**src/rtl/ula_ctrl.sv**
```systemverilog
// ula_ctrl: instruction sequencer for an external 8-bit ALU with 4 registers.
// Optional illegal-opcode trap enabled by defining ULA_CTRL_TRAP_EN.
module ula_ctrl #(
    parameter int NREGS = 4
) (
    input  logic       clk,
    input  logic       rst_n,
    input  logic       instr_valid,
    input  logic [7:0] instr,
    output logic       instr_ready,
    output logic [7:0] alu_a,
    output logic [7:0] alu_b,
    output logic [3:0] alu_sel,
    input  logic [7:0] alu_s,
    input  logic       alu_zero,
    output logic       res_valid,
    input  logic       res_ready,
    output logic [7:0] res_data,
    output logic       zero_flag,
    output logic       err
);

    typedef enum logic [2:0] {
        IDLE,
        IMM,
        EXEC,
        RESP,
        TRAP
    } state_t;

    localparam logic [3:0] OP_LAST_ALU = 4'd9;
    localparam logic [3:0] OP_LDI      = 4'd10;

    state_t     state;
    logic [7:0] regs [NREGS];
    logic [1:0] ra_q;
    logic [3:0] op;
    logic [1:0] ra;
    logic [1:0] rb;
    logic       accept;

    assign op     = instr[7:4];
    assign ra     = instr[3:2];
    assign rb     = instr[1:0];
    assign accept = instr_valid & instr_ready;

    // Handshake outputs follow the state register directly.
    assign instr_ready = (state == IDLE) || (state == IMM);
    assign res_valid   = (state == RESP);

`ifndef ULA_CTRL_TRAP_EN
    assign err = 1'b0;
`endif

    // Sequencer: decode, operand fetch, write-back and response handshake.
    always_ff @(posedge clk) begin
        if (!rst_n) begin
            state     <= IDLE;
            ra_q      <= 2'd0;
            alu_a     <= 8'h00;
            alu_b     <= 8'h00;
            alu_sel   <= 4'h0;
            res_data  <= 8'h00;
            zero_flag <= 1'b0;
            for (int i = 0; i < NREGS; i++) begin
                regs[i] <= 8'h00;
            end
`ifdef ULA_CTRL_TRAP_EN
            err <= 1'b0;
`endif
        end else begin
            case (state)
                IDLE: begin
                    if (accept) begin
                        if (op <= OP_LAST_ALU) begin
                            alu_a   <= regs[ra];
                            alu_b   <= regs[rb];
                            alu_sel <= op;
                            ra_q    <= ra;
                            state   <= EXEC;
                        end else if (op == OP_LDI) begin
                            ra_q  <= ra;
                            state <= IMM;
                        end else begin
`ifdef ULA_CTRL_TRAP_EN
                            err   <= 1'b1;
                            state <= TRAP;
`else
                            state <= IDLE;
`endif
                        end
                    end
                end
                IMM: begin
                    if (accept) begin
                        regs[ra_q] <= instr;
                        res_data   <= instr;
                        state      <= RESP;
                    end
                end
                EXEC: begin
                    regs[ra_q] <= alu_s;
                    res_data   <= alu_s;
                    zero_flag  <= alu_zero;
                    state      <= RESP;
                end
                RESP: begin
                    if (res_ready) begin
                        state <= IDLE;
                    end
                end
                TRAP: begin
                    state <= TRAP;
                end
                default: begin
                    state <= IDLE;
                end
            endcase
        end
    end

endmodule
```
**config.mk**
```make
export PLATFORM = sky130hd
export DESIGN_NAME = ula_ctrl
export DESIGN_NICKNAME = d
export VERILOG_FILES = /design/src/rtl/ula_ctrl.sv
export SDC_FILE = /design/constraint.sdc
export NUM_CORES = 1
export LEC_CHECK = 0
export ABC_AREA = 1
export CORE_UTILIZATION = 58
export CTS_CLUSTER_SIZE = 10
export DETAILED_ROUTE_END_ITERATION = 8
export PLACE_DENSITY = 0.86
export SYNTH_ARGS = -nofsm -noshare
export SYNTH_HDL_FRONTEND = slang
export SYNTH_SLANG_ARGS = --single-unit
export TNS_END_PERCENT = 5
```
**constraint.sdc**
```tcl
create_clock -name clk -period 3 [get_ports clk]
set_input_delay 0.6 -clock clk [delete_from_list [all_inputs] [get_ports clk]]
set_output_delay 0.6 -clock clk [all_outputs]
set_load 0.05 [all_outputs]
```
==> report_table.html, run 1 <==
<table>
<tr><th>Metric</th><th>Value</th></tr>
<tr><th colspan="2">Clocking</th></tr>
<tr><td>Cells resized by post-CTS repair</td><td>0</td></tr>
<tr><td>Clock tree from TritonCTS</td><td>done</td></tr>
<tr><td>Clock-pin slew reported for the worst setup and hold paths after clock tree synthesis</td><td>0.07 ns</td></tr>
<tr><td>Clock insertion delay at the later pin of the skew report</td><td>0.34 ns</td></tr>
<tr><td>Clock Tree Buf Depth</td><td>2</td></tr>
<tr><td>Total clock buffers created by CTS</td><td>9</td></tr>
<tr><td>Number of levels in the clock H-tree</td><td>3</td></tr>
<tr><td>CTS Sinks</td><td>66</td></tr>
<tr><td>Number of buffers inserted by post-CTS setup repair</td><td>0</td></tr>
<tr><td>Clock Tree Root</td><td>sky130_fd_sc_hd__clkbuf_8</td></tr>
<tr><td>Number of buffers added to fix hold violations after cts</td><td>0</td></tr>
<tr><th colspan="2">Cells and area</th></tr>
<tr><td>Final net count</td><td>499</td></tr>
<tr><td>Antenna cell count</td><td>0</td></tr>
<tr><td>Signed area change from the synthesized netlist to the final layout</td><td>21.2%</td></tr>
<tr><td>Fraction of layout cells with a size suffix above 1</td><td>7.87%</td></tr>
<tr><td>Final standard cell utilization of the core</td><td>72.6%</td></tr>
<tr><td>Fillers</td><td>436</td></tr>
<tr><th colspan="2">Critical path</th></tr>
<tr><td>Crit path max-delay family</td><td>buffers and inverters</td></tr>
<tr><td>Timing startpoint of the critical path</td><td>state[0]</td></tr>
<tr><td>Slowest library cell on the worst path</td><td>sky130_fd_sc_hd__clkdlybuf4s50_1</td></tr>
<tr><td>Worst path bufs/invs</td><td>1</td></tr>
<tr><td>Slowest stage delay, CP</td><td>0.84 ns</td></tr>
<tr><td>Path length in cells of the critical path</td><td>3</td></tr>
<tr><td>Worst endpoint data arrival time</td><td>1.90 ns</td></tr>
<tr><td>Register-to-register path setup slack</td><td>1.05 ns</td></tr>
<tr><td>Critical path fanouts, max</td><td>6</td></tr>
<tr><td>Critical register-to-register path startpoint</td><td>state[1]</td></tr>
<tr><td>Capturing element type of the critical path</td><td>primary output</td></tr>
<tr><td>Critical path startpoint category</td><td>flop</td></tr>
<tr><td>CP Cell Sequence</td><td>nand2_1 -&gt; nor2_1 -&gt; clkdlybuf4s50_1</td></tr>
<tr><td>Critical setup path kind</td><td>flop to primary output</td></tr>
<tr><td>Worst reg2reg path depth</td><td>6</td></tr>
<tr><td>Worst setup endpoint</td><td>res_valid</td></tr>
<tr><td>Required time worst endpoint</td><td>2.40 ns</td></tr>
<tr><td>End of the worst register-to-register path</td><td>regs[2][2]</td></tr>
<tr><th colspan="2">Drt</th></tr>
<tr><td>Initial DRT Pass Iterations</td><td>6</td></tr>
<tr><td>Post-detailed-routing wire length</td><td>8030 um</td></tr>
<tr><td>Via/cell ratio</td><td>5.42</td></tr>
<tr><td>Total via count after detailed routing</td><td>3006</td></tr>
<tr><td>Number of nets still failing antenna checks after routing</td><td>0</td></tr>
<tr><td>DRC violation total after the first TritonRoute iteration</td><td>368</td></tr>
<tr><td>Per-cell routed wire length</td><td>14.5 um</td></tr>
<tr><td>Detailed-route DRC error count</td><td>0</td></tr>
<tr><th colspan="2">Place</th></tr>
<tr><td>Half-perimeter wire length of the detailed placement result</td><td>5730 um</td></tr>
<tr><td># port buffers</td><td>51</td></tr>
<tr><td>Final GP Congestion</td><td>0.875</td></tr>
<tr><th colspan="2">Power and ir drop</th></tr>
<tr><td>Fraction of power consumed by the clock network</td><td>25.8%</td></tr>
<tr><td>Sequential group share of total power</td><td>45.2%</td></tr>
<tr><td>Leak</td><td>1.73 nW</td></tr>
<tr><td>Share of power burned in combinational logic</td><td>29.0%</td></tr>
<tr><td>Switching Share</td><td>36.1%</td></tr>
<tr><td>Internal portion of total power</td><td>0.00156 W</td></tr>
<tr><td>IR Drop Worst-Case VDD</td><td>336 uV</td></tr>
<tr><td>P per Cell Area</td><td>610 nW/um^2</td></tr>
<tr><td>NetSw</td><td>0.000880 W</td></tr>
<tr><th colspan="2">Logic synthesis</th></tr>
<tr><td>Synth Cell Area</td><td>3300 sq um</td></tr>
<tr><td>Avg Synthesized Cell Area</td><td>7.63 sq um</td></tr>
<tr><td>Net count after synthesis</td><td>453</td></tr>
<tr><td>Flip-flop and latch count after synthesis</td><td>66</td></tr>
<tr><td>Largest cells by area after synthesis</td><td>sky130_fd_sc_hd__edfxtp_1, sky130_fd_sc_hd__dfxtp_1, sky130_fd_sc_hd__nor2_1</td></tr>
<tr><td>Synth cell types</td><td>26</td></tr>
<tr><td>Library cell occupying the most area in the post-synthesis netlist</td><td>sky130_fd_sc_hd__edfxtp_1</td></tr>
<tr><td>Sequential cell area fraction in the yosys report</td><td>49.8%</td></tr>
<tr><td>Yosys warns</td><td>0</td></tr>
<tr><td>Proportion of register bits with asynchronous set or reset after synthesis</td><td>0%</td></tr>
<tr><td>Main synth FF type</td><td>sky130_fd_sc_hd__dfxtp_1</td></tr>
<tr><td>Portion of synthesized cell area occupied by the leading cell type</td><td>29.2%</td></tr>
<tr><td>Post-Syn Instances</td><td>432</td></tr>
<tr><td>Number of flops mapped to enable cells by yosys</td><td>32</td></tr>
<tr><th colspan="2">STA</th></tr>
<tr><td>Post-layout min period</td><td>2.50 ns</td></tr>
<tr><td>Max-slew violation count</td><td>0</td></tr>
<tr><td>Setup clock skew after layout</td><td>0.00495 ns</td></tr>
<tr><td>Final-report setup violation count</td><td>0</td></tr>
<tr><td>Final count of hold timing violations</td><td>0</td></tr>
<tr><td>Worst slew pin tran</td><td>0.612 ns</td></tr>
<tr><td>Setup repair after global routing missed its margin</td><td>false</td></tr>
<tr><td>Setup tns final</td><td>0 ns</td></tr>
<tr><td>Final Cycle Share</td><td>83.4%</td></tr>
<tr><td>Relative slew slack</td><td>59.1%</td></tr>
<tr><td>Maximum operating frequency</td><td>400 MHz</td></tr>
<tr><th colspan="2">Floorplan</th></tr>
<tr><td>Die X</td><td>77.4 um</td></tr>
<tr><td>Initial standard-cell utilization of the core</td><td>59.9%</td></tr>
<tr><td>Core Region</td><td>5510 sq um</td></tr>
<tr><td>Number of placement rows</td><td>27</td></tr>
<tr><td>Number of primary I/O pins</td><td>53</td></tr>
<tr><td>Die area</td><td>5990 sq um</td></tr>
<tr><td>Die Height</td><td>77.4 um</td></tr>
<tr><th colspan="2">Global routing</th></tr>
<tr><td>Maximum number of pins on one net before global-route repair</td><td>36</td></tr>
<tr><td>Number of global-route vias before repair</td><td>2683</td></tr>
<tr><td>Initial antenna violation count</td><td>0</td></tr>
<tr><td>Grt total ovfl</td><td>0</td></tr>
<tr><td>Global-route wire length before repair</td><td>13200 um</td></tr>
<tr><td>Total global routing track utilization</td><td>28.6%</td></tr>
<tr><th colspan="2">Worst hold path</th></tr>
<tr><td>Class of the tightest hold or removal check</td><td>flop to flop</td></tr>
<tr><th colspan="2">Run</th></tr>
<tr><td>Maximum Capacitance Violations</td><td>0</td></tr>
<tr><th colspan="2">Outcome</th></tr>
<tr><td>Outcome</td><td>complete, no violations</td></tr>
</table>
==> metal layers <==
metal / vias to the layer above / routed length [um] / share of wire (%) / global-route usage [%]
met4: 0 / 119 / 1.5 / 10.4
met1: 1347 / 3420 / 43 / 40.3
met2: 162 / 3760 / 47 / 44.6
li1: 1484 / - / - / -
met3: 13 / 736 / 9.2 / 4.71
met5: - / 0 / 0 / 0
==> power by group through the flow <==
stage / sequential, W / clock [W] / combinational [W]
final: 0.00110 / 0.000629 / 0.000707
after global routing: 0.00111 / 0.000673 / 0.000771
after CTS: 0.00110 / 0.000633 / 0.000706
after detailed placement: 0.00112 / 0 / 0.000701
after global placement: 0.00112 / 0 / 0.000686
after floorplan: 0.00128 / 0 / 0.000322
==> registers in the layout (all words and copies together) (netlist names) <==
name and flops:
state 3, zero_flag 1, alu_a 8, ra_q 2
alu_sel 4, alu_b 8, regs 32, res_data 8
==> area by class of cell <==
| type | count | area (sq um) | share of cell area (%) |
|---|---|---|---|
| repair buffers | 58 | 563 | 14.1 |
| clock buffers | 9 | 124 | 3.10 |
| inverters | 47 | 176 | 4.42 |
| flip-flops and latches | 66 | 1640 | 41.1 |
| multi-input cells | 296 | 1360 | 34.1 |
| well taps | 72 | 90.1 | 2.25 |
| clock inverters | 7 | 36.3 | 0.908 |
==> layout by cell type, fill, tap and decap left out, drive strengths merged, types with 7 or more instances in the layout <==
cell	Yosys	layout
buf	10	7
clkbuf	13	9
nand3	19	19
nand2	92	92
nor2	94	94
clkdlybuf4s50	0	51
a21oi	25	25
edfxtp	32	32
inv	47	47
o21ai	48	48
o211ai	16	16
dfxtp	34	34
==> worst min-delay path, delay by kind of cell, from the launching register on <==
family	cells	cell delay, ns
AO/OA/AOI/OAI	1	0.05
flip-flops	1	0.32
AND/OR/NAND/NOR	1	0.06
==> worst min path at each step <==
stage / from / to / cells after the start
6_report: zero_flag / zero_flag / 2
5_1_grt: alu_sel[1] / alu_sel[1] / 2
3_3_place_gp: alu_sel[1] / alu_sel[1] / 2
4_1_cts: zero_flag / zero_flag / 2
2_1_floorplan: ra_q[0] / ra_q[0] / 2
3_5_place_dp: zero_flag / zero_flag / 2
==> kinds of logic after synthesis <==
logic type	count (synthesis)	share of synthesized area [%]
other	1	0.114
AO/OA/AOI/OAI	89	15.1
AND/OR/NAND/NOR	206	26.2
flip-flops	66	49.8
buffers and inverters	70	8.81
==> through the flow <==
stage / area (sq um) / total power, W / hold WS (ns) / setup WS [ns] / cells
after global placement: 3830 / 0.00180 / 0.451 / 0.514 / 539
after CTS: 4000 / 0.00244 / 0.472 / 0.502 / 555
after global routing: 4000 / 0.00256 / 0.495 / 0.394 / 555
final: 4000 / 0.00244 / 0.474 / 0.499 / 555
after floorplan: 3300 / 0.00161 / 0.464 / 1.20 / 432
after detailed placement: 3830 / 0.00182 / 0.462 / 0.453 / 539
==> Yosys cell counts, types with 5 or more instances <==
cell type                  instances
sky130_fd_sc_hd__o211ai_1         16
sky130_fd_sc_hd__inv_2             5
sky130_fd_sc_hd__o21ai_0          39
sky130_fd_sc_hd__clkbuf_1         13
sky130_fd_sc_hd__edfxtp_1         32
sky130_fd_sc_hd__a21oi_1          24
sky130_fd_sc_hd__dfxtp_1          34
sky130_fd_sc_hd__nand3_1          14
sky130_fd_sc_hd__nor2_1           91
sky130_fd_sc_hd__o21ai_1           7
sky130_fd_sc_hd__nand2_1          90
sky130_fd_sc_hd__inv_1            42
No activity file was read; power rests on OpenSTA's default activity.
==> run 2, diff against run 1 <==
--- a/config.mk
+++ b/config.mk
@@ -6,10 +6,10 @@
 export NUM_CORES = 1
 export LEC_CHECK = 0
 export ABC_AREA = 1
-export CORE_UTILIZATION = 58
+export CORE_UTILIZATION = 53
 export CTS_CLUSTER_SIZE = 10
 export DETAILED_ROUTE_END_ITERATION = 8
-export PLACE_DENSITY = 0.86
+export PLACE_DENSITY = 0.79
 export SYNTH_ARGS = -nofsm -noshare
 export SYNTH_HDL_FRONTEND = slang
 export SYNTH_SLANG_ARGS = --single-unit
==> constraint.sdc (replaced) <==
create_clock -name clk -period 2.5 [get_ports clk]
set_input_delay 0.5 -clock clk [delete_from_list [all_inputs] [get_ports clk]]
set_output_delay 0.5 -clock clk [all_outputs]
set_load 0.05 [all_outputs]
==> run 2 against run 1 <==
  * Register-to-register slack worse by 0.50 ns
  * Routed wire length shrank 4.5%
  * First-iteration DRC count down 17%
  * Sequential cell count is the same
  * Cell area is 1.1% higher
  * Global-route usage decreased by 3.4 points
  * Clock skew grew 0.010 ns
  * Utilization fell by 4.8 points
  * Clock power rose by 36%
  * Total power grew 24%
  * Largest cell class unchanged
==> report_table.html, run 2 (same netlist as run 1, synthesis figures left out) <==
<table>
<tr><th>Metric</th><th>Value</th></tr>
<tr><th colspan="2">Floorplan</th></tr>
<tr><td>Die Height</td><td>80.9 um (+4.5%)</td></tr>
<tr><td>Die X</td><td>80.9 um (+4.5%)</td></tr>
<tr><td>Number of primary I/O pins</td><td>53 (unchanged)</td></tr>
<tr><td>Number of placement rows</td><td>28 (+3.7%)</td></tr>
<tr><td>Die area</td><td>6540 sq um (+9.2%)</td></tr>
<tr><td>Core Region</td><td>5960 sq um (+8.2%)</td></tr>
<tr><td>Initial standard-cell utilization of the core</td><td>55.3% (-4.5 points)</td></tr>
<tr><th colspan="2">Drt</th></tr>
<tr><td>Initial DRT Pass Iterations</td><td>4 (-2)</td></tr>
<tr><td>Detailed-route DRC error count</td><td>0 (unchanged)</td></tr>
<tr><td>Total via count after detailed routing</td><td>2950 (-1.9%)</td></tr>
<tr><td>Via/cell ratio</td><td>5.28 (-2.6%)</td></tr>
<tr><td>Number of nets still failing antenna checks after routing</td><td>0 (unchanged)</td></tr>
<tr><td>Post-detailed-routing wire length</td><td>7670 um (-4.5%)</td></tr>
<tr><td>DRC violation total after the first TritonRoute iteration</td><td>305 (-17%)</td></tr>
<tr><td>Per-cell routed wire length</td><td>13.7 um (-5.2%)</td></tr>
<tr><th colspan="2">Critical path</th></tr>
<tr><td>Worst endpoint data arrival time</td><td>1.90 ns (about the same)</td></tr>
<tr><td>Critical setup path kind</td><td>flop to primary output</td></tr>
<tr><td>Capturing element type of the critical path</td><td>primary output</td></tr>
<tr><td>Required time worst endpoint</td><td>2.00 ns (-0.40 ns)</td></tr>
<tr><td>Timing startpoint of the critical path</td><td>state[0]</td></tr>
<tr><td>Critical path startpoint category</td><td>flop</td></tr>
<tr><td>Critical path fanouts, max</td><td>6 (unchanged)</td></tr>
<tr><td>Critical register-to-register path startpoint</td><td>state[1]</td></tr>
<tr><th colspan="2">Cells and area</th></tr>
<tr><td>Max FFs per register</td><td>32 (unchanged)</td></tr>
<tr><td>Commonest cells after routing, fill and taps aside</td><td>sky130_fd_sc_hd__nor2_1, sky130_fd_sc_hd__nand2_1, sky130_fd_sc_hd__clkdlybuf4s50_1, sky130_fd_sc_hd__inv_1, sky130_fd_sc_hd__o21ai_0</td></tr>
<tr><td>Cell Count, Final, Fillers Out</td><td>559 (+0.72%)</td></tr>
<tr><td>Antenna cell count</td><td>0 (unchanged)</td></tr>
<tr><td>Final standard cell utilization of the core</td><td>67.8% (-4.8 points)</td></tr>
<tr><td>Fraction of layout cells with a size suffix above 1</td><td>8.47% (+0.60 points)</td></tr>
<tr><td>Final net count</td><td>501 (+0.40%)</td></tr>
<tr><td>Most common library cell in the layout ignoring fill and taps</td><td>sky130_fd_sc_hd__nor2_1</td></tr>
<tr><td>Signed area change from the synthesized netlist to the final layout</td><td>22.5%</td></tr>
<tr><td>Register bank with the most flops</td><td>regs</td></tr>
<tr><th colspan="2">STA</th></tr>
<tr><td>Setup clock skew after layout</td><td>0.0151 ns (+0.0101 ns)</td></tr>
<tr><td>Final Cycle Share</td><td>96.1%</td></tr>
<tr><td>Final count of hold timing violations</td><td>0 (unchanged)</td></tr>
<tr><td>Setup tns final</td><td>0 ns (unchanged)</td></tr>
<tr><td>Final-report setup violation count</td><td>0 (unchanged)</td></tr>
<tr><td>Maximum operating frequency</td><td>416 MHz</td></tr>
<tr><td>Max-slew violation count</td><td>0 (unchanged)</td></tr>
<tr><td>Worst slew pin tran</td><td>0.609 ns (-0.00265 ns)</td></tr>
<tr><td>Post-layout min period</td><td>2.40 ns</td></tr>
<tr><td>Setup repair after global routing missed its margin</td><td>false</td></tr>
<tr><td>Worst-case setup margin in the final layout</td><td>0.0966 ns (-0.402 ns)</td></tr>
<tr><td>Relative slew slack</td><td>59.4% (+0.30 points)</td></tr>
<tr><th colspan="2">Global routing</th></tr>
<tr><td>Met3 Usage GRT</td><td>3.82% (-0.89 points)</td></tr>
<tr><td>Initial antenna violation count</td><td>0 (unchanged)</td></tr>
<tr><td>Grt total ovfl</td><td>0 (unchanged)</td></tr>
<tr><td>Met2 track demand over resource in global routing</td><td>35.5% (-9.1 points)</td></tr>
<tr><td>Total global routing track utilization</td><td>25.2% (-3.4 points)</td></tr>
<tr><td>Global-route wire length before repair</td><td>12200 um (-6.9%)</td></tr>
<tr><td>Maximum number of pins on one net before global-route repair</td><td>36 (unchanged)</td></tr>
<tr><td>Busiest layer in global routing</td><td>met1</td></tr>
<tr><td>Number of global-route vias before repair</td><td>2461 (-8.3%)</td></tr>
<tr><td>Met1 GRT Util</td><td>37.0% (-3.3 points)</td></tr>
<tr><th colspan="2">Clocking</th></tr>
<tr><td>Clock-pin slew reported for the worst setup and hold paths after clock tree synthesis</td><td>0.08 ns (about the same)</td></tr>
<tr><td>Number of levels in the clock H-tree</td><td>3 (unchanged)</td></tr>
<tr><td>Clock tree from TritonCTS</td><td>done</td></tr>
<tr><td>Number of buffers added to fix hold violations after cts</td><td>0 (unchanged)</td></tr>
<tr><td>Cells resized by post-CTS repair</td><td>0 (unchanged)</td></tr>
<tr><td>Clock insertion delay at the later pin of the skew report</td><td>0.35 ns (about the same)</td></tr>
<tr><td>Total clock buffers created by CTS</td><td>9 (unchanged)</td></tr>
<tr><td>Number of buffers inserted by post-CTS setup repair</td><td>0 (unchanged)</td></tr>
<tr><td>Clock Tree Buf Depth</td><td>2 (unchanged)</td></tr>
<tr><td>Clock Tree Root</td><td>sky130_fd_sc_hd__clkbuf_8</td></tr>
<tr><td>CTS Sinks</td><td>66 (unchanged)</td></tr>
<tr><th colspan="2">Place</th></tr>
<tr><td># port buffers</td><td>51 (unchanged)</td></tr>
<tr><td>Final GP Congestion</td><td>0.867 (-0.96%)</td></tr>
<tr><td>DP Cell Count</td><td>544 (+0.93%)</td></tr>
<tr><td>Placement-stage worst setup slack</td><td>0.177 ns (-0.276 ns)</td></tr>
<tr><td>Half-perimeter wire length of the detailed placement result</td><td>5630 um (-1.7%)</td></tr>
<tr><th colspan="2">Power and ir drop</th></tr>
<tr><td>P per Cell Area</td><td>748 nW/um^2 (+23%)</td></tr>
<tr><td>Leak</td><td>1.75 nW (+1.3%)</td></tr>
<tr><td>IR Drop Worst-Case VDD</td><td>447 uV (+33%)</td></tr>
<tr><th colspan="2">Run</th></tr>
<tr><td>Maximum Capacitance Violations</td><td>0 (unchanged)</td></tr>
<tr><th colspan="2">Outcome</th></tr>
<tr><td>Outcome</td><td>complete, no violations</td></tr>
<tr><th colspan="2">Worst hold path</th></tr>
<tr><td>Start point of the worst min-delay path</td><td>alu_sel[2]</td></tr>
<tr><td>Class of the tightest hold or removal check</td><td>flop to flop</td></tr>
</table>
[run 2: power breakdown]
group	switching [W]	internal, W	total [W]
Sequential	0.0000620	0.00125	0.00132
Clock	0.000401	0.000453	0.000854
Combinational	0.000580	0.000271	0.000850
[run 2: cell type report]
cell class              count  area (sq um)
clock buffers              10           128
clock inverters             5          56.3
fillers                   499          1920
inverters                  47           176
multi-input cells         296          1360
flip-flops and latches     66          1640
well taps                  75          93.8
repair buffers             60           578
[run 2: path summary, 6_finish.rpt]
path                                    to  cells after the start  slack, ns
worst min register to register  alu_sel[2]                      2       0.46
worst min-delay path            alu_sel[2]                      2       0.46
worst max-delay path             res_valid                      3        0.1
worst max register to register  regs[1][1]                      6       0.55
[run 2: critical path, cell delays in order (launching register included)]
cell	delay [ns]
sky130_fd_sc_hd__dfxtp_1	0.46
sky130_fd_sc_hd__nand2_1	0.08
sky130_fd_sc_hd__nor2_1	0.18
sky130_fd_sc_hd__clkdlybuf4s50_1	0.84
[run 2: metal layers]
metal | up-vias | part of all wire (%)
met5 | - | 0
met4 | 0 | 1.8
met3 | 10 | 5.3
met2 | 81 | 45
met1 | 1364 | 48
li1 | 1495 | -
[run 2: metrics by stage]
step / total power, W / instance area [sq um] / hold slack (ns)
after detailed placement: 0.00218 / 3850 / 0.454
after floorplan: 0.00193 / 3300 / 0.464
after global routing: 0.00316 / 4040 / 0.496
final: 0.00302 / 4040 / 0.465
after global placement: 0.00217 / 3850 / 0.451
after CTS: 0.00303 / 4040 / 0.465
==> run 3, diff against run 2 <==
--- a/config.mk
+++ b/config.mk
@@ -9,7 +9,8 @@
 export CORE_UTILIZATION = 53
 export CTS_CLUSTER_SIZE = 10
 export DETAILED_ROUTE_END_ITERATION = 8
-export PLACE_DENSITY = 0.79
+export PLACE_DENSITY = 0.75
+export SLEW_MARGIN = 10
 export SYNTH_ARGS = -nofsm -noshare
 export SYNTH_HDL_FRONTEND = slang
 export SYNTH_SLANG_ARGS = --single-unit
==> run 3 against run 2 <==
  * Die area is the same
  * Combinational power rose by 0.5%
  * Total power increased by 3.6%
  * Clock power rose by 12%
  * Hold slack better by 0.0040 ns
  * Utilization rose by 0.63 points
  * Sequential cell count unchanged
  * Final cell count up 0.36%
  * Critical path type unchanged
  * Critical endpoint unchanged
==> report_table.html, run 3 (same netlist as run 1, synthesis figures left out) <==
<table>
<tr><th>Metric</th><th>Value</th></tr>
<tr><th colspan="2">Drt</th></tr>
<tr><td>Number of nets still failing antenna checks after routing</td><td>0 (unchanged)</td></tr>
<tr><td>Via/cell ratio</td><td>5.21 (-1.2%)</td></tr>
<tr><td>Total via count after detailed routing</td><td>2925 (-0.85%)</td></tr>
<tr><td>DRC violation total after the first TritonRoute iteration</td><td>299 (-2.0%)</td></tr>
<tr><td>Initial DRT Pass Iterations</td><td>6 (+2)</td></tr>
<tr><td>Per-cell routed wire length</td><td>13.7 um (-0.45%)</td></tr>
<tr><td>Post-detailed-routing wire length</td><td>7670 um (about the same)</td></tr>
<tr><td>Detailed-route DRC error count</td><td>0 (unchanged)</td></tr>
<tr><th colspan="2">Cells and area</th></tr>
<tr><td>Final net count</td><td>503 (+0.40%)</td></tr>
<tr><td>Final standard cell utilization of the core</td><td>68.4% (+0.63 points)</td></tr>
<tr><td>Signed area change from the synthesized netlist to the final layout</td><td>23.7%</td></tr>
<tr><td>Fraction of layout cells with a size suffix above 1</td><td>8.64% (+0.17 points)</td></tr>
<tr><td>Register bank with the most flops</td><td>regs</td></tr>
<tr><td>Antenna cell count</td><td>0 (unchanged)</td></tr>
<tr><td>Max FFs per register</td><td>32 (unchanged)</td></tr>
<tr><td>Total non-filler cell area in the finished layout</td><td>4080 sq um (+0.93%)</td></tr>
<tr><td>Most common library cell in the layout ignoring fill and taps</td><td>sky130_fd_sc_hd__nor2_1</td></tr>
<tr><td>Commonest cells after routing, fill and taps aside</td><td>sky130_fd_sc_hd__nor2_1, sky130_fd_sc_hd__nand2_1, sky130_fd_sc_hd__clkdlybuf4s50_1, sky130_fd_sc_hd__inv_1, sky130_fd_sc_hd__o21ai_0</td></tr>
<tr><th colspan="2">Power and ir drop</th></tr>
<tr><td>IR Drop Worst-Case VDD</td><td>504 uV (+13%)</td></tr>
<tr><td>NetSw</td><td>0.00105 W (+1.1%)</td></tr>
<tr><td>P per Cell Area</td><td>768 nW/um^2 (+2.6%)</td></tr>
<tr><td>Leak</td><td>1.77 nW (+0.76%)</td></tr>
<tr><td>Switching Share</td><td>33.7% (-0.83 points)</td></tr>
<tr><td>Fraction of power consumed by the clock network</td><td>30.7% (+2.4 points)</td></tr>
<tr><td>Sum of internal, switching and leakage power</td><td>0.00313 W (+3.6%)</td></tr>
<tr><td>Sequential group share of total power</td><td>42.0% (-1.6 points)</td></tr>
<tr><td>Internal portion of total power</td><td>0.00208 W (+4.9%)</td></tr>
<tr><td>Share of power burned in combinational logic</td><td>27.3% (-0.9 points)</td></tr>
<tr><th colspan="2">STA</th></tr>
<tr><td>Final-report setup violation count</td><td>0 (unchanged)</td></tr>
<tr><td>Setup clock skew after layout</td><td>0.0117 ns (-0.00336 ns)</td></tr>
<tr><td>Final count of hold timing violations</td><td>0 (unchanged)</td></tr>
<tr><td>Max-slew violation count</td><td>0 (unchanged)</td></tr>
<tr><td>Setup tns final</td><td>0 ns (unchanged)</td></tr>
<tr><td>Final Cycle Share</td><td>94.7% (-1.4 points)</td></tr>
<tr><td>Post-layout min period</td><td>2.37 ns (-0.0354 ns)</td></tr>
<tr><td>Maximum operating frequency</td><td>422 MHz (+1.5%)</td></tr>
<tr><td>Relative slew slack</td><td>59.1% (-0.33 points)</td></tr>
<tr><td>Setup repair after global routing missed its margin</td><td>false</td></tr>
<tr><td>Worst slew pin tran</td><td>0.614 ns (+0.00490 ns)</td></tr>
<tr><th colspan="2">Clocking</th></tr>
<tr><td>CTS Sinks</td><td>66 (unchanged)</td></tr>
<tr><td>Total clock buffers created by CTS</td><td>9 (unchanged)</td></tr>
<tr><td>Clock Tree Buf Depth</td><td>2 (unchanged)</td></tr>
<tr><td>Number of levels in the clock H-tree</td><td>3 (unchanged)</td></tr>
<tr><td>Clock-pin slew reported for the worst setup and hold paths after clock tree synthesis</td><td>0.07 ns (about the same)</td></tr>
<tr><td>Number of buffers inserted by post-CTS setup repair</td><td>0 (unchanged)</td></tr>
<tr><td>Clock Tree Root</td><td>sky130_fd_sc_hd__clkbuf_8</td></tr>
<tr><td>Clock tree from TritonCTS</td><td>done</td></tr>
<tr><td>Clock insertion delay at the later pin of the skew report</td><td>0.35 ns (about the same)</td></tr>
<tr><td>Number of buffers added to fix hold violations after cts</td><td>0 (unchanged)</td></tr>
<tr><td>Cells resized by post-CTS repair</td><td>0 (unchanged)</td></tr>
<tr><th colspan="2">Floorplan</th></tr>
<tr><td>Die X</td><td>80.9 um (unchanged)</td></tr>
<tr><td>Initial standard-cell utilization of the core</td><td>55.3% (unchanged)</td></tr>
<tr><td>Number of primary I/O pins</td><td>53 (unchanged)</td></tr>
<tr><td>Number of placement rows</td><td>28 (unchanged)</td></tr>
<tr><td>Core Region</td><td>5960 sq um (unchanged)</td></tr>
<tr><td>Die area</td><td>6540 sq um (unchanged)</td></tr>
<tr><td>Die Height</td><td>80.9 um (unchanged)</td></tr>
<tr><th colspan="2">Worst hold path</th></tr>
<tr><td>Worst hold path depth</td><td>2 (unchanged)</td></tr>
<tr><td>Class of the tightest hold or removal check</td><td>flop to flop</td></tr>
<tr><th colspan="2">Place</th></tr>
<tr><td># port buffers</td><td>51 (unchanged)</td></tr>
<tr><td>Final GP Congestion</td><td>0.881 (+1.6%)</td></tr>
<tr><td>Half-perimeter wire length of the detailed placement result</td><td>5670 um (+0.67%)</td></tr>
<tr><td>Area post-placement</td><td>3870 sq um (+0.39%)</td></tr>
<tr><th colspan="2">Global routing</th></tr>
<tr><td>Total global routing track utilization</td><td>26.1% (+0.93 points)</td></tr>
<tr><td>Grt total ovfl</td><td>0 (unchanged)</td></tr>
<tr><td>Initial antenna violation count</td><td>0 (unchanged)</td></tr>
<tr><td>Number of global-route vias before repair</td><td>2613 (+6.2%)</td></tr>
<tr><td>Maximum number of pins on one net before global-route repair</td><td>36 (unchanged)</td></tr>
<tr><td>Global-route wire length before repair</td><td>12600 um (+3.0%)</td></tr>
<tr><th colspan="2">Critical path</th></tr>
<tr><td>Critical setup path kind</td><td>flop to primary output</td></tr>
<tr><td>Worst endpoint data arrival time</td><td>1.87 ns (-0.03 ns)</td></tr>
<tr><td>Worst reg2reg path depth</td><td>7 (+1)</td></tr>
<tr><td>Required time worst endpoint</td><td>2.00 ns (about the same)</td></tr>
<tr><td>Critical path startpoint category</td><td>flop</td></tr>
<tr><td>Capturing element type of the critical path</td><td>primary output</td></tr>
<tr><td>Critical path fanouts, max</td><td>5 (-1)</td></tr>
<tr><th colspan="2">Run</th></tr>
<tr><td>Maximum Capacitance Violations</td><td>0 (unchanged)</td></tr>
<tr><th colspan="2">Outcome</th></tr>
<tr><td>Outcome</td><td>complete, no violations</td></tr>
</table>
-- run 3: power by group through the flow --
stage | combinational (W) | sequential [W] | clock, W
6_report | 0.000854 | 0.00131 | 0.000960
3_3_place_gp | 0.000841 | 0.00134 | 0
2_1_floorplan | 0.000386 | 0.00154 | 0
5_1_grt | 0.000941 | 0.00133 | 0.00102
4_1_cts | 0.000855 | 0.00131 | 0.000962
3_5_place_dp | 0.000851 | 0.00134 | 0
-- run 3: critical path: stages, from the launching register on --
cell	delay, ns
sky130_fd_sc_hd__dfxtp_1	0.46
sky130_fd_sc_hd__nand2_1	0.08
sky130_fd_sc_hd__nor2_1	0.16
sky130_fd_sc_hd__clkdlybuf4s50_1	0.83
-- run 3: cell type report --
cell class                 instances  area [sq um]
fill                             511          1880
multi-input combinational        296          1360
clock inverter                     6          82.6
tap                               75          93.8
inverter                          47           176
clock buffer                       9           124
sequential                        66          1640
timing repair buffer              62           593
-- run 3: stage by stage --
stage | setup WS [ns] | hold WS (ns) | std cells
2_1_floorplan | 0.738 | 0.464 | 432
3_3_place_gp | 0.341 | 0.451 | 546
3_5_place_dp | 0.303 | 0.460 | 546
4_1_cts | 0.123 | 0.470 | 561
5_1_grt | 0.00437 | 0.495 | 561
6_report | 0.132 | 0.469 | 561
-- run 3: final timing paths --
| check | start | endpoint | slack [ns] |
|---|---|---|---|
| max | state[1] | res_valid | 0.13 |
| min | alu_sel[1] | alu_sel[1] | 0.47 |
| max reg2reg | state[0] | res_data[1] | 0.66 |
| min reg2reg | alu_sel[1] | alu_sel[1] | 0.47 |
-- run 3: layer usage --
metal | GRT usage [%] | vias up | routed length [um]
li1 | - | 1488 | -
met1 | 39.1 | 1322 | 3780
met2 | 36.1 | 99 | 3300
met3 | 6.52 | 16 | 439
met4 | 9.64 | 0 | 150
met5 | 0 | - | 0
==> edit 1, RTL diff (flow settings as in run 2) <==
Add a define of `ULA_CTRL_TRAP_EN`.
--- a/src/rtl/ula_ctrl.sv
+++ b/src/rtl/ula_ctrl.sv
@@ -1,4 +1,6 @@
 // ula_ctrl: instruction sequencer for an external 8-bit ALU with 4 registers.
 // Optional illegal-opcode trap enabled by defining ULA_CTRL_TRAP_EN.
+`define ULA_CTRL_TRAP_EN
+
 module ula_ctrl #(
     parameter int NREGS = 4
Formal check against the unedited RTL: not equivalent (Yosys sat finds a counterexample within 4 cycles, from zero or initial values and one cycle with rst_n low).
==> edit 1 against run 2 <==
Clock skew decreased by 0.0075 ns. Non-clock buffer count increased by 1. Synthesized area increased by 0.53%. Die area increased by 0.52%. Wire length increased by 4.2%. Worst setup slack improved by 0.020 ns. Cell area increased by 1.6%. Sequential cell count increased by 1. First-iteration DRC count decreased by 31%. Register-to-register slack improved by 0.16 ns.
Power is not compared: it rests on default switching activity, and its combinational part moved more than twofold at a synthesized area within 25%.
==> edit 1: results (changes against run 2) <==
Seq/Total Area, Yosys 0.502 (+0.00341); Setup Fix Bufs, Post-CTS 0 (unchanged); first-pass GRT wire length 12,800 um (+4.2%); status completed; Area contributors post-synth edfxtp_1, dfxtp_1, nor2_1; pin count of the biggest net entering global routing 36 (unchanged); Worst Skew 0.00753 ns (-0.00754 ns); vias in the first global route 2,778 (+13%); Layout Nets 500 (-0.20%); DP HPWL 5680 um (+0.91%); crit path max fanout 5 (-1); Max clock buf depth 2 (unchanged); synth cell count leaders nor2_1, nand2_1, inv_1; Least-Margin Pin Slew 0.799 ns (+0.190 ns); Diodes inserted 0 (unchanged); gpl congestion 0.875 (+0.96%); DP Area 0.00387 sq mm (+0.49%); PortBufs 52 (+2.0%); Pre-Repair DR Iteration Count 5 (+1); Vias 2,977 (+0.92%); CTS buffer count 9 (unchanged); Yosys cell types 24 (-7.7%); Peak VDD IR approximately 0.00094 V; Post-synth top flop dfxtp_1; gr usage total 0.262 (+0.00988); H-tree depth 3 (unchanged); WP data arrival 1.88 ns (-0.02 ns); Detailed Route Iter0 Violations 210 (-31%); initial antenna violation count 0 (unchanged); Net Count, Synth 451 (-0.44%); share of cells above drive strength 1 0.0950 (+0.0103); wire per inst 14.3 um (+4.2%); hold crit path type register to register
==> edit 1: cell types whose count changed after synthesis, sizes merged, moves of 2 or more <==
cell    before  now
buf         10   15
clkbuf      13    8
inv         47   50
nand2       92   80
nand3       19    8
nand4        0    2
nor2        94  105
o21ai       48   53
==> edit 1: critical path, stage by stage, from the launching register on <==
cell and delay [ns]:
dfxtp_1 0.50, nand2_1 0.09, nor2_1 0.13, clkdlybuf4s50_1 0.82
==> edit 1: power by group through the flow <==
| stage | clock network, mW | logic, mW | registers [mW] |
|---|---|---|---|
| floorplan | 0 | 1.03 | 2.15 |
| global placement | 0 | 2.06 | 1.64 |
| detailed placement | 0 | 2.10 | 1.65 |
| CTS | 1.02 | 2.12 | 1.63 |
| global route | 1.06 | 2.31 | 1.66 |
| finish | 1.02 | 2.11 | 1.63 |
==> edit 1: layout make-up <==
type	count	area, sq um
clock buffers	13	191
clock inverters	3	40.0
fillers	490	1890
inverters	50	188
multi-input cells	290	1340
flip-flops and latches	67	1660
well taps	75	93.8
repair buffers	61	588
==> edit 1: cell families (layout without fill, tap and decap cells) <==
kind of cell | after synthesis | in the layout | synth area share
DFF | 67 | 67 | 0.502
buffers and inverters | 73 | 127 | 0.0937
AOI/OAI and AO/OA | 95 | 95 | 0.162
and+or+nand+nor | 195 | 195 | 0.243
==> edit 1: metal layers <==
layer  track usage  share of wire  up-vias
met5             0              0        -
met4         0.154          0.029        0
met3        0.0449          0.061       21
met2         0.429           0.48      128
met1         0.324           0.43     1343
li1              -              -     1485
==> edit 1: path summary, 6_finish.rpt <==
kind         slack (ns)  startpoint          to  depth (start not counted)
max                0.12    state[1]   res_valid                          3
min                0.45   zero_flag   zero_flag                          2
max reg2reg        0.71    state[1]  regs[2][6]                          5
min reg2reg        0.45   zero_flag   zero_flag                          2
==> edit 1: through the flow <==
step	total power, mW	cells	worst slack, ns	hold WS [ns]
floorplan	3.18	430	0.742	0.464
global placement	3.69	543	0.344	0.437
detailed placement	3.75	543	0.278	0.448
CTS	4.77	559	0.100	0.459
global route	5.03	559	0.0658	0.480
finish	4.76	559	0.117	0.450
==> edit 2, RTL diff (flow settings as in run 2) <==
Without the edit above. Reset style: asynchronous (`rst_n`), changed in one clocked block.
--- a/src/rtl/ula_ctrl.sv
+++ b/src/rtl/ula_ctrl.sv
@@ -54,5 +54,5 @@
 
     // Sequencer: decode, operand fetch, write-back and response handshake.
-    always_ff @(posedge clk) begin
+    always_ff @(posedge clk or negedge rst_n) begin
         if (!rst_n) begin
             state     <= IDLE;
Function: differs if rst_n is asserted again (counterexample within 4 cycles, from zero or initial values and one cycle with rst_n low); with rst_n held inactive, the same outputs for 4 cycles.
==> edit 2 against run 2 <==
Cell area is 5.3% higher. Global-route usage is 3.7 points higher. Maximum frequency is 18% higher. Sequential cell count stayed put. Synthesized area is 7.3% higher. Core utilization is 1.2 points lower. Wire length is 21% higher. Die area is 7.1% higher. Worst setup slack better by 0.36 ns. Critical endpoint is now alu_sel[3].
Power is not compared: it rests on default switching activity, and its combinational part moved more than twofold at a synthesized area within 25%.
==> edit 2: results (changes against run 2) <==
CP Class register to primary output; non-clk buf share 0.138 (-0.00481); Layout Nets 568 (+13%); Max clock buf depth 2 (unchanged); pin count of the biggest net entering global routing 36 (unchanged); Cell Int Power slightly below 3 mW; Slew HR 0.554 (-0.0396); Critical R2R Launch state[1]; Detailed Route Iter0 Violations 259 (-15%); family with the most delay on the worst path buffers and inverters; r2r setup slk 0.64 ns (+0.09 ns); hold crit path type primary input to async pin; Yosys cell types 23 (-12%); share of cells above drive strength 1 0.0619 (-0.0228); comb_multi_in 380 (+28%); register area 0.00165 sq mm (+0.61%); crit path max fanout 2 (-4); GRT met2 Usage 0.443 (+0.0880); CTS tree done; ys async rst share 1.00 (+1.00); vias in the first global route 3,271 (+33%); largest stage delay on the critical path 0.81 ns (-0.03 ns); first-pass GRT wire length 15,800 um (+29%); clock network share of area 0.0374 (-0.00817); WP data arrival 1.54 ns (-0.36 ns); clock-pin slew on the worst setup and hold paths about 0.07 ns; Via density 5.48 (+3.8%); routed wire length 9320 um (+21%); Resized cells post-CTS 0 (unchanged); gr usage total 0.290 (+0.0374); Post-synth top flop dfrtp_1; number of synthesized register bits 66 (unchanged); gpl congestion 0.922 (+6.4%); DP HPWL 6450 um (+14%); Largest Register regs; grt met3 use 0.0514 (+0.0132); Seq/Total Area, Yosys 0.467 (-0.0308); synth cell count leaders nand2_1, dfrtp_1, nand3_1; Area contributors post-synth dfrtp_1, nand2_1, nand3_1; met1 wire length 3990 um (+7.7%); post-place setup slack 0.192 ns (+0.0149 ns); nonclk buf count 61 (+1.7%); status completed; fraction of area in multi-input gates 0.387 (+0.0496); number of clock buffers in the layout 13 (+3); WL met2 4270 um (+25%); r2r endpoint res_data[4]; Fillers 566 (+13%); inverter count 29 (-38%); metal3 WL 664 um (+63%); Worst Skew 0.0101 ns (-0.00496 ns); YS warnings 0 (unchanged); Net Count, Synth 523 (+15%); Pre-Repair DR Iteration Count 5 (+1); M1 GR Usage 0.390 (+0.0194)
edit 2: how the worst max path moves through the flow:
stage                             to  slack (ns)       start
final                     alu_sel[3]        0.46  alu_sel[3]
after global routing        alu_a[0]        0.35    instr[7]
after CTS                 alu_sel[3]        0.45  alu_sel[3]
after detailed placement    alu_a[0]        0.19    instr[7]
after global placement      alu_b[6]        0.33    instr[7]
after floorplan             alu_a[6]        0.70    state[1]
edit 2: metrics by stage:
step | power [mW] | instances | hold slack, ns | cell area, sq um
final | 5.83 | 626 | 0.107 | 4250
after global routing | 6.24 | 626 | 0.143 | 4250
after CTS | 5.83 | 626 | 0.123 | 4250
after detailed placement | 5.02 | 613 | 0.463 | 4090
after global placement | 4.96 | 613 | 0.461 | 4090
after floorplan | 4.08 | 502 | 0.204 | 3530
edit 2: cell families after synthesis:
group,share of synthesized area
AND/OR/NAND/NOR,0.381
flip-flops,0.467
buffers and inverters,0.0669
AO/OA/AOI/OAI,0.0835
other,0.00106
